===== config.mk =====
export PLATFORM = sky130hd
export DESIGN_NAME = regfile_wb_writer_flat
export DESIGN_NICKNAME = d
export VERILOG_FILES = /design/src/rtl/regfile_wb_writer_if.sv /design/src/rtl/regfile_wb_writer.sv /design/src/flat_wrapper.sv
export SDC_FILE = /design/constraint.sdc
export NUM_CORES = 1
export LEC_CHECK = 0
export BUFFER_PORTS_ARGS = -buffer_cell sky130_fd_sc_hd__buf_2
export CAP_MARGIN = 5
export CORE_MARGIN = 2
export CORE_UTILIZATION = 51
export CTS_CLUSTER_DIAMETER = 120
export DETAILED_ROUTE_END_ITERATION = 12
export HOLD_SLACK_MARGIN = 0.02
export PLACE_DENSITY = 0.83
export SLEW_MARGIN = 20
export SYNTH_ARGS = -nofsm -noshare
export SYNTH_HDL_FRONTEND = slang
export SYNTH_SLANG_ARGS = --single-unit

===== constraint.sdc =====
create_clock -name clk -period 2.1 [get_ports clk]
set_clock_uncertainty 0.15 [all_clocks]
set_input_delay 0.21 -clock clk [delete_from_list [all_inputs] [get_ports clk]]
set_output_delay 0.21 -clock clk [all_outputs]
set_load 0.01 [all_outputs]

===== src/rtl/regfile_wb_writer_if.sv =====
// Result-producer handshake bundle for the write-back writer: ALU path and load path.
interface regfile_wb_writer_if #(
    parameter int XLEN = 32
);
    logic            alu_valid;
    logic            alu_ready;
    logic [4:0]      alu_rd;
    logic [XLEN-1:0] alu_data;
    logic            ld_valid;
    logic            ld_ready;
    logic [4:0]      ld_rd;
    logic [XLEN-1:0] ld_data;

    modport master (
        output alu_valid, alu_rd, alu_data, ld_valid, ld_rd, ld_data,
        input  alu_ready, ld_ready
    );

    modport slave (
        input  alu_valid, alu_rd, alu_data, ld_valid, ld_rd, ld_data,
        output alu_ready, ld_ready
    );
endinterface


===== src/rtl/regfile_wb_writer.sv =====
// Serialises ALU and load results through an in-order FIFO onto the register file's
// single write port, and reports per-register pending writes to decode.
module regfile_wb_writer #(
    parameter int DEPTH = 4,
    parameter int XLEN  = 32
) (
    input  logic                   clk,
    input  logic                   rst,
    regfile_wb_writer_if.slave     wb,
    output logic                   RegWrite,
    output logic [4:0]             addD,
    output logic [XLEN-1:0]        WB_out,
    input  logic [4:0]             chk_a,
    input  logic [4:0]             chk_b,
    output logic                   pend_a,
    output logic                   pend_b,
    output logic [$clog2(DEPTH):0] count,
    output logic                   full,
    output logic                   empty
);
    localparam int PW = $clog2(DEPTH);

    logic [4:0]      mem_rd   [DEPTH];
    logic [XLEN-1:0] mem_data [DEPTH];
    logic [DEPTH-1:0] vld;
    logic [PW-1:0]   wptr;
    logic [PW-1:0]   rptr;

    logic            push_ld;
    logic            push_alu;
    logic            push;
    logic            pop;
    logic [4:0]      push_rd;
    logic [XLEN-1:0] push_data;
    logic            hit_a;
    logic            hit_b;

    assign full         = (count == ($clog2(DEPTH)+1)'(DEPTH));
    assign empty        = (count == '0);
    assign wb.ld_ready  = !full;
    assign wb.alu_ready = !full && !wb.ld_valid;

    // x0 transfers complete the handshake but never occupy a slot.
    always_comb begin
        push_ld   = wb.ld_valid && wb.ld_ready;
        push_alu  = wb.alu_valid && wb.alu_ready;
        push_rd   = push_ld ? wb.ld_rd : wb.alu_rd;
        push_data = push_ld ? wb.ld_data : wb.alu_data;
        push      = (push_ld || push_alu) && (push_rd != '0);
        pop       = !empty;
    end

    always_ff @(posedge clk or negedge rst) begin
        if (!rst) begin
            wptr     <= '0;
            rptr     <= '0;
            count    <= '0;
            vld      <= '0;
            RegWrite <= 1'b0;
            addD     <= '0;
            WB_out   <= '0;
        end else begin
            RegWrite <= pop;
            if (pop) begin
                addD      <= mem_rd[rptr];
                WB_out    <= mem_data[rptr];
                rptr      <= rptr + 1'b1;
                vld[rptr] <= 1'b0;
            end
            if (push) begin
                wptr      <= wptr + 1'b1;
                vld[wptr] <= 1'b1;
            end
            case ({push, pop})
                2'b10:   count <= count + 1'b1;
                2'b01:   count <= count - 1'b1;
                default: count <= count;
            endcase
        end
    end

    // Storage needs no reset: the per-slot valid bits gate every read of it.
    always_ff @(posedge clk) begin
        if (push) begin
            mem_rd[wptr]   <= push_rd;
            mem_data[wptr] <= push_data;
        end
    end

    always_comb begin
        hit_a = RegWrite && (addD == chk_a);
        hit_b = RegWrite && (addD == chk_b);
        for (int unsigned i = 0; i < DEPTH; i++) begin
            if (vld[i] && (mem_rd[i] == chk_a)) hit_a = 1'b1;
            if (vld[i] && (mem_rd[i] == chk_b)) hit_b = 1'b1;
        end
        pend_a = (chk_a != '0) && hit_a;
        pend_b = (chk_b != '0) && hit_b;
    end
endmodule


===== src/flat_wrapper.sv =====
// flat-port wrapper written by rule: the top's interface ports become plain ports
module regfile_wb_writer_flat 
#(
    parameter int DEPTH = 4,
    parameter int XLEN  = 32
)
  (clk, rst, RegWrite, addD, WB_out, chk_a, chk_b, pend_a, pend_b, count, full, empty, wb_alu_valid, wb_alu_rd, wb_alu_data, wb_ld_valid, wb_ld_rd, wb_ld_data, wb_alu_ready, wb_ld_ready);
  regfile_wb_writer_if #(.XLEN(XLEN)) wb_i ();
  input  logic clk;
  input  logic rst;
  output logic RegWrite;
  output logic [4:0] addD;
  output logic [XLEN-1:0] WB_out;
  input  logic [4:0] chk_a;
  input  logic [4:0] chk_b;
  output logic pend_a;
  output logic pend_b;
  output logic [$clog2(DEPTH):0] count;
  output logic full;
  output logic empty;
  input wire logic [$bits(wb_i.alu_valid)-1:0] wb_alu_valid;
  input wire logic [$bits(wb_i.alu_rd)-1:0] wb_alu_rd;
  input wire logic [$bits(wb_i.alu_data)-1:0] wb_alu_data;
  input wire logic [$bits(wb_i.ld_valid)-1:0] wb_ld_valid;
  input wire logic [$bits(wb_i.ld_rd)-1:0] wb_ld_rd;
  input wire logic [$bits(wb_i.ld_data)-1:0] wb_ld_data;
  output wire logic [$bits(wb_i.alu_ready)-1:0] wb_alu_ready;
  output wire logic [$bits(wb_i.ld_ready)-1:0] wb_ld_ready;
  assign wb_i.alu_valid = wb_alu_valid;
  assign wb_i.alu_rd = wb_alu_rd;
  assign wb_i.alu_data = wb_alu_data;
  assign wb_i.ld_valid = wb_ld_valid;
  assign wb_i.ld_rd = wb_ld_rd;
  assign wb_i.ld_data = wb_ld_data;
  assign wb_alu_ready = wb_i.alu_ready;
  assign wb_ld_ready = wb_i.ld_ready;
  regfile_wb_writer #(.DEPTH(DEPTH), .XLEN(XLEN)) u_core (.clk(clk), .rst(rst), .wb(wb_i), .RegWrite(RegWrite), .addD(addD), .WB_out(WB_out), .chk_a(chk_a), .chk_b(chk_b), .pend_a(pend_a), .pend_b(pend_b), .count(count), .full(full), .empty(empty));
endmodule

* Word-level counts from Yosys, hierarchy flattened
Memory sizes are Yosys's and may differ from the RTL's. A register that Yosys moved wholly into a read port is not among the register bits. Cells that the tools add are included.
Storage, ports and cells: bits in read-only memories 0, latch bits 0, output and inout bits 47, word-level logic and storage cells 81, bits in writable memories 148, input port bits 88, register bits 12, memories 2
Operators by class: eq/ne operators 13, muxes and demuxes 19, divide/modulo/power cells 0, $mul 0, add/sub/neg operators 4, shift-type cells 0, reduce and logical (&&, ||, !) cells 31, bitwise gates (word level) 3, $lt $le $gt $ge 4
Memories:
- u_core.mem_data | words 4, bits a word 32, rd ports 1, clocked after memory_dff 1, write ports 1, line regfile_wb_writer.sv:24 | logic [XLEN-1:0] mem_data [DEPTH];
- u_core.mem_rd | words 4, bits a word 5, rd ports 5, clocked after memory_dff 1, write ports 1, line regfile_wb_writer.sv:23 | logic [4:0] mem_rd [DEPTH];
Operator list (number):
- $eq A5 B5 Y1 | 10
- $mux W32 | 1
- $logic_and A1 B1 Y1 | 18
- $reduce_bool A5 Y1 | 3
- $mux W1 | 12
- $mux W4 | 2
- $logic_not A1 Y1 | 7
- $lt A2 B3 Y1 const B | 2
- $pmux W3 S2 | 1
- $mux W5 | 1
- $add A2 B1 Y2 const B | 2
- $and A4 B4 Y4 | 1
- $demux W1 S2 | 2
- $ge A2 B1 Y1 const B | 2
- $not A4 Y4 | 1
- $or A4 B4 Y4 | 1
- $add A3 B1 Y3 const B | 1
- $eq A3 B3 Y1 const B | 1
- $logic_not A3 Y1 | 1
- $sub A3 B1 Y3 const B | 1
- $eq A2 B1 Y1 const B | 1
- $eq A2 B2 Y1 const B | 1
- $reduce_bool A2 Y1 | 1
- $logic_or A1 B1 Y1 | 1

* Longest topological paths before layout
word-level depth 9, mapped depth 11

* Worst setup path after synthesis
No wires, ideal clock.
kind register to register, start point register u_core.count[0], end point register u_core.count[2], stages on the path, launching flop included 10, slack -154 ps, arrival time 2025 ps, buffers on the path 2, path through dfrtp_1 -> or3_1 -> buf_2 -> buf_1 -> ha_1 -> inv_1 -> fa_1 -> xor2_1 -> nor2_1 -> xor2_1
Between the ends: elaborated cells on any way between the ends 17
RTL lines:
- from (decl) | line regfile_wb_writer.sv:17 | output logic [$clog2(DEPTH):0] count,
- from (signal assigned) | line regfile_wb_writer.sv:75 | 2'b10: count <= count + 1'b1;
- from (signal assigned) | line regfile_wb_writer.sv:76 | 2'b01: count <= count - 1'b1;
- from (signal assigned) | line regfile_wb_writer.sv:77 | default: count <= count;
- $logic_not A3 Y1 * | line regfile_wb_writer.sv:39 | assign empty = (count == '0);
- $logic_not A1 Y1 * | line regfile_wb_writer.sv:50 | pop = !empty;
- via u_core.pop | line regfile_wb_writer.sv:32 | logic pop;
- $eq A2 B1 Y1 / $eq A2 B2 Y1 (equally long branches) | line regfile_wb_writer.sv:74 | case ({push, pop})
- $pmux W3 S2 / $reduce_bool A2 Y1 (equally long branches)
The timed path passes the listed nets; every way through them passes the cells marked *. A chain may end at the register's enable or synchronous reset.

==> summary.txt <==
Timing
  • Final setup violation count: 2
  • Final Hold Viols: 0
  • Max Freq: 443 MHz
  • Post-route setup TNS: -288 ps
  • RSZ-0062 raised after global routing: true
  • Final Cycle Share: 108%
  • Minimum hold slack: 41.9 ps
  • Actual slew at the worst max-slew pin: between 600 and 700 ps
  • Worst slew margin: 54.8%
  • Crit path time final: 2260 ps
  • Final worst slack: -159 ps
  • Slew Viols, Final: 0

Synthesis
  • Post-synth EDFFs: 148
  • Net count after synthesis: 642
  • Dominant synthesized flop cell: edfxtp_1
  • Synth top area cells: edfxtp_1 52%, dfrtp_1 14%, mux4_2 9.8%, nand2_1 5.3%, mux2_2 4.9%
  • Synth top area share: 52.3%
  • Area leader, netlist: edfxtp_1
  • Cell variety after synth: 29
  • Synth Instances: 544
  • Synth Warn #: 0
  • Synthesis-stage register bit count: 197
  • Sequential area share after synthesis: approximately 67%
  • Syn_area_per_cell: 15.6 um2
  • Post-Syn Area: 0.00850 mm2
  • FFs w/ async S/R, synth: roughly a quarter

Setup path
  • WP data arrival: 1900 ps
  • Crit path max fanout: 2
  • CP Data Required Time: 1740 ps
  • Critical path startpoint category: flop
  • Class of the most critical setup path: reg2out
  • Worst setup EP type: output port

Placed design
  • Post-DP HPWL: about 11000 um
  • Pre-CTS worst setup slack: -351 ps
  • Port Buffers: around 130
  • Placer Congestion: a little over 0.9

Routing
  • Antenna Violating Nets Remaining: 0
  • 1st-pass router iterations: 5
  • Wire length per cell: between 15 and 20 um
  • DR iter-0 viols: 474
  • Post-route DRC: 0
  • Vias per std cell: roughly 5.3
  • Vias: 5351
  • Routed Wire Length: 19400 um

Final layout
  • Commonest non-fill, non-tap cell in the layout: edfxtp_1
  • Finished Core Util: 66.5%
  • Nets: 866
  • Layout cells sized above 1: around 37%
  • Ant. Diodes: 0
  • Area delta synth->final: 28.8%
  • Commonest non-fill, non-tap cells in the layout: 148 x edfxtp_1, 134 x buf_2, 119 x nand2_1, 70 x dlygate4sd3_1, 46 x dfrtp_1

Floorplan
  • Initial Util: 51.6%
  • Die area: around 0.018 mm2
  • Chip width: 133 um
  • Die Y: approximately 130 um
  • Num rows: 47
  • Core ar.: about 0.016 mm2
  • # IOs: ~140

CTS
  • CTS buffer count: 17
  • Skew-Pair Late Insertion Delay: around 430 ps
  • TritonCTS clock tree: built
  • CTS Buffer Depth: 2
  • H-tree lvl count: 4
  • Sinks on Clock Net: 197
  • Clock-pin slew of the registers on the worst-case setup and hold paths: 70 ps
  • Root Buffer: clkbuf_16

GRT
  • First-pass GRT wire length: between 30000 and 40000 um
  • GRT met2 Usage: about two fifths
  • All-Layer GR Usage: 22.7%
  • Global-route met1 utilization: 28.2%
  • Global Route met3 Usage: 4.87%
  • Largest net degree at the start of global routing: 47
  • Initial antenna violation count: 0
  • Vias in the first global route: 5705
  • GR Overflow Total: 0
  • Most used routing layer: met2

Pwr
  • Maximum VDD drop: 0.860 mV
  • Lkg Pwr: 4.40 nW
  • Pwr/cell area: 1390 mW/mm2
  • Overall Power: 15.2 mW

Run status
  • Violated checks: setup timing
  • Status: finished with violations

Job
  • Max Cap Viol: 0

Hold path
  • Worst min path class: in2reg
[through the flow]
stage,instance area [um2],cells
5_1_grt,10900,1001
2_1_floorplan,8510,544
3_5_place_dp,9490,883
4_1_cts,10900,994
3_3_place_gp,9490,883
6_report,10900,1001
[where the power goes]
group	total (mW)	internal [mW]	switching, mW
logic	5.61	2.57	3.04
clock network	3.14	1.77	1.37
registers	6.50	5.83	0.675
[critical path: stages, from the launching register on]
cell,delay (ps)
edfxtp_1,440
buf_6,160
xor2_2,160
nor4_2,210
nand3_1,130
nand3_1,100
o22a_1,140
buf_2,120
[area by class of cell]
cell class / instances / area, um2
multi-input combinational: 310 / 2750
clock buffer: 18 / 439
tap: 220 / 275
sequential: 197 / 5670
inverter: 11 / 48.8
fill: 1109 / 5520
timing repair buffer: 231 / 1630
clock inverter: 14 / 135
[per-layer routing]
metal | vias up | share of wire [%]
met2 | 205 | 53
met5 | - | 0
met4 | 0 | 2.2
met1 | 2681 | 40
met3 | 39 | 5.0
li1 | 2426 | -
[registers in the layout, indices dropped and copies added (netlist names)]
signal and flops:
u_core.vld 4, u_core.wptr 2, u_core.mem_data 128, u_core.count 3, u_core.rptr 2, u_core.RegWrite 1
u_core.addD 5, u_core.WB_out 32, u_core.mem_rd 20
[Yosys cell counts, types with 9 or more instances]
master	count
dfrtp_1	49
clkbuf_1	13
nand2_1	121
inv_1	10
nor4_1	10
xor2_1	42
nand3_1	12
xnor2_1	13
edfxtp_1	148
mux4_2	37
mux2_2	37
ha_1	9
buf_2	10
[path summary, 6_finish.rpt]
kind                                startpoint                  end  slack [ps]  depth (start not counted)
min in group asynchronous                  rst     u_core.WB_out[2]         320                          3
setup / recovery           u_core.mem_rd[2][1]               pend_b        -160                          7
max in group asynchronous                  rst       u_core.rptr[1]        1000                          3
setup reg to reg               u_core.count[1]      u_core.count[2]          40                         11
hold reg to reg              u_core.WB_out[15]    u_core.WB_out[15]         310                          2
hold / removal                    wb_alu_rd[0]  u_core.mem_rd[2][0]          40                          2
[logic make-up after synthesis]
logic type	count (synthesis)	synth area share, %
muxes	75	14.8
buffers and inverters	41	2.09
and+or+nand+nor	156	8.00
adders and majority gates	10	1.56
DFF	197	66.7
AOI/OAI and AO/OA	10	1.18
xor gates and xnor gates	55	5.67
[what timing repair did]
action / in CTS / in global routing
pin swaps: 19 / 14
endpoints found under the hold margin: 185 / 0
setup endpoints to repair: 88 / 62
setup buffers: 6 / 6
gates cloned: 3 / 1
gates resized for setup: 8 / 11
hold buffers: 70 / 0
Note: power is estimated with default switching activity, not from simulation.
